## src/rtl/ps2_pkg.sv

```systemverilog
// ps2_pkg: state encoding, error-code bit indices and defaults shared by the PS/2 receiver.
package ps2_pkg;
    typedef enum logic [1:0] {ST_IDLE, ST_DATA, ST_PARITY, ST_STOP} ps2_state_t;
    localparam int ERR_PARITY = 0;
    localparam int ERR_STOP = 1;
    localparam int DEF_TIMEOUT_CYCLES = 150000;
    localparam int DEF_CNT_W = 18;
    // Odd parity: flag when data plus parity bit hold an even number of ones.
    function automatic logic parity_err(input logic [7:0] data, input logic par);
        return ~^{data, par};
    endfunction
endpackage

```

## src/rtl/ps2_sync_edge.sv

```systemverilog
// ps2_sync_edge: 2-flop synchronizer for the PS/2 clock/data pair plus clock falling-edge flag.
module ps2_sync_edge (
    input  logic CLK,
    input  logic RESET,
    input  logic i_clk_raw,
    input  logic i_data_raw,
    output logic o_data,
    output logic o_fall
);
    logic [1:0] r_clk_sync;
    logic [1:0] r_data_sync;
    logic       r_clk_prev;
    always_ff @(posedge CLK) begin
        if (RESET) begin
            r_clk_sync  <= 2'b11;
            r_data_sync <= 2'b11;
            r_clk_prev  <= 1'b1;
        end else begin
            r_clk_sync  <= {r_clk_sync[0], i_clk_raw};
            r_data_sync <= {r_data_sync[0], i_data_raw};
            r_clk_prev  <= r_clk_sync[1];
        end
    end
    assign o_data = r_data_sync[1];
    assign o_fall = r_clk_prev & ~r_clk_sync[1];
endmodule

```

## src/rtl/ps2_rx_frame.sv

```systemverilog
// ps2_rx_frame: PS/2 device-to-host frame receiver (start, 8 data LSB first, odd parity, stop).
// Define PS2_RX_TIMEOUT_EN to abandon frames whose clock stalls for TIMEOUT_CYCLES.
module ps2_rx_frame import ps2_pkg::*; #(
    parameter int TIMEOUT_CYCLES = DEF_TIMEOUT_CYCLES,
    parameter int CNT_W = DEF_CNT_W
) (
    input  logic       CLK,
    input  logic       RESET,
    input  logic       CLK_MOUSE_IN,
    input  logic       DATA_MOUSE_IN,
    input  logic       READ_ENABLE,
    output logic       BYTE_READY,
    output logic [7:0] BYTE_READ,
    output logic [1:0] BYTE_ERROR_CODE,
    output logic       TIMEOUT
);
    logic       w_data;
    logic       w_fall;
    ps2_state_t r_state;
    logic [2:0] r_bit_cnt;
    logic [7:0] r_shift;
    logic       r_parity;
    logic       r_ready;
    logic [7:0] r_byte;
    logic [1:0] r_err;

    if (TIMEOUT_CYCLES < 1 || TIMEOUT_CYCLES >= 2 ** CNT_W) begin : g_bad_cfg
        $error("CNT_W too narrow for TIMEOUT_CYCLES");
    end

    ps2_sync_edge u_sync (
        .CLK        (CLK),
        .RESET      (RESET),
        .i_clk_raw  (CLK_MOUSE_IN),
        .i_data_raw (DATA_MOUSE_IN),
        .o_data     (w_data),
        .o_fall     (w_fall)
    );

`ifdef PS2_RX_TIMEOUT_EN
    logic [CNT_W-1:0] r_tcnt;
    logic             r_timeout;
    logic             w_expire;
    assign w_expire = (r_state != ST_IDLE) && (r_tcnt == CNT_W'(TIMEOUT_CYCLES));
    assign TIMEOUT  = r_timeout;
`else
    assign TIMEOUT  = 1'b0;
`endif

    // Expiry outranks a coincident falling edge; READ_ENABLE only gates the start bit.
    always_ff @(posedge CLK) begin
        r_ready <= 1'b0;
`ifdef PS2_RX_TIMEOUT_EN
        r_timeout <= 1'b0;
        r_tcnt    <= (w_fall || r_state == ST_IDLE) ? '0 : r_tcnt + CNT_W'(1);
`endif
        if (RESET) begin
            r_state   <= ST_IDLE;
            r_bit_cnt <= '0;
            r_shift   <= '0;
            r_parity  <= 1'b0;
            r_byte    <= '0;
            r_err     <= '0;
`ifdef PS2_RX_TIMEOUT_EN
            r_tcnt    <= '0;
`endif
        end
`ifdef PS2_RX_TIMEOUT_EN
        else if (w_expire) begin
            r_state   <= ST_IDLE;
            r_bit_cnt <= '0;
            r_timeout <= 1'b1;
        end
`endif
        else if (w_fall) begin
            case (r_state)
                ST_IDLE: begin
                    r_state   <= (!w_data && READ_ENABLE) ? ST_DATA : ST_IDLE;
                    r_bit_cnt <= '0;
                end
                ST_DATA: begin
                    r_shift   <= {w_data, r_shift[7:1]};
                    r_bit_cnt <= r_bit_cnt + 3'd1;
                    r_state   <= (r_bit_cnt == 3'd7) ? ST_PARITY : ST_DATA;
                end
                ST_PARITY: begin
                    r_parity <= w_data;
                    r_state  <= ST_STOP;
                end
                ST_STOP: begin
                    r_byte            <= r_shift;
                    r_err[ERR_PARITY] <= parity_err(r_shift, r_parity);
                    r_err[ERR_STOP]   <= ~w_data;
                    r_ready           <= 1'b1;
                    r_state           <= ST_IDLE;
                end
            endcase
        end
    end

    assign BYTE_READY      = r_ready;
    assign BYTE_READ       = r_byte;
    assign BYTE_ERROR_CODE = r_err;
endmodule

```

## config.mk

```make
export PLATFORM = sky130hd
export DESIGN_NAME = ps2_rx_frame
export DESIGN_NICKNAME = d
export VERILOG_FILES = /design/src/rtl/ps2_pkg.sv /design/src/rtl/ps2_sync_edge.sv /design/src/rtl/ps2_rx_frame.sv
export SDC_FILE = /design/constraint.sdc
export NUM_CORES = 1
export LEC_CHECK = 0
export ABC_AREA = 1
export CAP_MARGIN = 20
export CORE_ASPECT_RATIO = 0.75
export CORE_MARGIN = 2
export CORE_UTILIZATION = 50
export DETAILED_ROUTE_END_ITERATION = 10
export PLACE_DENSITY = 0.77
export SLEW_MARGIN = 0
export SYNTH_ARGS = -nofsm -noshare
export SYNTH_HDL_FRONTEND = slang
export SYNTH_SLANG_ARGS = --single-unit
export TNS_END_PERCENT = 5
```

## constraint.sdc

```tcl
create_clock -name CLK -period 1.3 [get_ports CLK]
set_input_delay 0.26 -clock CLK [delete_from_list [all_inputs] [get_ports CLK]]
set_output_delay 0.26 -clock CLK [all_outputs]
set_load 0.01 [all_outputs]
```

==> qor.yml <==
yosys_most_used_dff: "dfxtp_1"
die_h_um: 46.76
diodes: 0
io_buffers: 15
cts_root_buf: "clkbuf_4"
rows: 15
cp.arrival_ns: 0.94
async_reset_ff_frac: 0
layout_commonest_cell: "nand2_1"
cap_violations: 0
syn_nets: 160
clkSinkCount: 30
fin_nets: 182
post_cts_buffers: 0
period_share: 0.9248
path_depth: 1
grt_max_degree: 19
cp-end-kind: "output port"
cpMaxStageDelayCell: "dfxtp_1"
rsz0062_at_grt: "no"
ys_seq_elements: 30
netlist_instances: 153
mostFrequentLayoutCells: "nand2_1, dfxtp_1, inv_1"
min_path_type: "reg -> reg"
rr_worst_depth: 5
coreArea_um2: 2308
die_x_um: 61.01
crit_end: "BYTE_ERROR_CODE[0]"
dp_hpwl_mm: 1.592
critPathLaunchType: "flop"
syn_to_final_growth_pct: 18.99
synth.distinct_cells: 21
grt_usage: 0.1818
max_freq_ghz: 0.8318
drt_iter0_markers: 28
design.die.area_um2: 2852
r2r_setup_slack_ns: 0.19
critical-path-top-delay-family: "flip-flops"
place_congestion: 0.7599
crit_start: "BYTE_ERROR_CODE[0]$_SDFFE_PP0P_"
post-route-min-period_ns: 1.202
required_ns: 1.04
final.setup.tns_ns: 0
cp_max_fo: 2
synth_warnings: 0
cts_tree: "built"
firstDrtPassIters: 4
cts_max_path_buffers: 2
cts_hold_buf: 0
syn_avg_cell_area_um2: 7.965
slowest_delay_ns: 0.34
grt.overflow.total: 0
p_per_area_nw_per_um2: 1071
leakage_uw: 0.0006829
clk_pin_slew_ns: 0.09
yosysSeqAreaShare: 0.4928
fin_area_um2: 1450
r2r-end: "r_state[0]$_SDFFE_PP0P_"
setup_viol_count_final: 0
h-tree-depth: 2
crit_chain: "dlygate4sd2_1"
grt_pass1_wl_mm: 3.498
hold_viol_final: 0
slew_violations: 0
dpl_cell_area_um2: 1404
start_util: 0.5279
worst-path-buf-inv: 1
vdd_drop_max_uv: 697.7
cts_buffers: 5
fin_util: 0.6282
status: "finished clean"
routedWlPerCell_um: 10.19
critPathKind: "reg -> out"
avgViaCountPerCell: 4.714
pin_count: 17
drt_wl_total_mm: 2.140
rr_startpoint: "r_bit_cnt[0]$_SDFFE_PP0P_"
drive_gt1_frac: 0.1420
synth_edf_count: 0
worst_skew_pair.late_latency_ns: 0.33
grt_antenna_before_repair: 0
drc_errors: 0
synth.cell_area_um2: 1219
vias: 990
grt_pass1_vias: 856
final.setup_skew_ns: 0.004139
postRouteAntennaNets: 0
[worst min-delay path by stage]
stage | end | start | slack, ns | cells past startpoint
2_1_floorplan | r_bit_cnt[1]$_SDFFE_PP0P_ | RESET | 0.33 | 1
3_3_place_gp | u_sync.r_data_sync[1]$_SDFF_PP1_ | u_sync.r_data_sync[0]$_SDFF_PP1_ | 0.39 | 1
3_5_place_dp | u_sync.r_data_sync[1]$_SDFF_PP1_ | u_sync.r_data_sync[0]$_SDFF_PP1_ | 0.40 | 1
4_1_cts | u_sync.r_clk_sync[1]$_SDFF_PP1_ | u_sync.r_clk_sync[0]$_SDFF_PP1_ | 0.42 | 1
5_1_grt | u_sync.r_clk_sync[1]$_SDFF_PP1_ | u_sync.r_clk_sync[0]$_SDFF_PP1_ | 0.44 | 1
6_report | u_sync.r_data_sync[1]$_SDFF_PP1_ | u_sync.r_data_sync[0]$_SDFF_PP1_ | 0.42 | 1
[final cells by class]
type                            count  area [µm²]
Fill cell                         205       858.3
Sequential cell                    30       600.6
Multi-Input combinational cell     96       498.0
Timing Repair Buffer               18       158.9
Inverter                           24       90.09
Clock buffer                        7       55.05
Tap cell                           34       42.54
Clock inverter                      1       5.005
[report_power, final]
part	leakage, µW	internal (µW)	switching [µW]
clock	0.0000353	261	303
sequential	0.000243	925	3.27
combinational	0.000405	27.2	32.6
total	0.000683	1210	339
[per-layer routing]
| metal | part of all wire | global-route usage | vias up | wire length, µm |
|---|---|---|---|---|
| met3 | 0.062 | 0.05785 | 7 | 133 |
| met5 | 0 | 0 | - | 0 |
| li1 | - | - | 524 | - |
| met1 | 0.47 | 0.2235 | 437 | 1015 |
| met2 | 0.43 | 0.2581 | 22 | 924 |
| met4 | 0.031 | 0.1609 | 0 | 67 |
[timing repair]
item,4_1_cts,5_1_grt
resized for setup,11,0
hold endpoints to repair,0,0
setup endpoints to repair,11,0
[registers in the layout, summed over array words and instances, names as in the netlist, named ones only]
signal              count
r_shift                 8
r_parity                1
r_state                 1
u_sync.r_clk_prev       1
BYTE_READY              1
u_sync.r_data_sync      2
r_bit_cnt               3
BYTE_ERROR_CODE         2
BYTE_READ               8
u_sync.r_clk_sync       2
[cell usage after synthesis, types with 2 or more instances]
library cell / n / area (µm²)
nand2_1: 38 / 142.6
or2_2: 4 / 25.02
dfxtp_1: 30 / 600.6
ha_1: 2 / 25.02
o21ai_0: 19 / 95.09
inv_1: 20 / 75.07
inv_2: 4 / 15.01
nor2_1: 6 / 22.52
nand3_1: 6 / 30.03
a21oi_2: 2 / 17.52
nand2_4: 2 / 22.52
a21oi_1: 11 / 55.05
[metrics by stage]
stage	worst slack (ns)	hold WS, ns	instances	total power (µW)
after CTS	0.07716	0.4191	210	1574
after global placement	-0.005258	0.3918	202	1008
after global routing	0.04159	0.4425	210	1625
final	0.09774	0.4165	210	1553
after detailed placement	-0.06579	0.3979	202	1010
after floorplan	0.2843	0.3291	153	984.8
[kinds of logic after synthesis]
logic type,Yosys count,share of synthesized area
fa+ha+maj,2,0.02053
other cells,1,0.003077
compound gates,34,0.1499
buf+inv,27,0.09856
simple gates,59,0.2351
flops,30,0.4928
(Power assumes the default switching activity.)
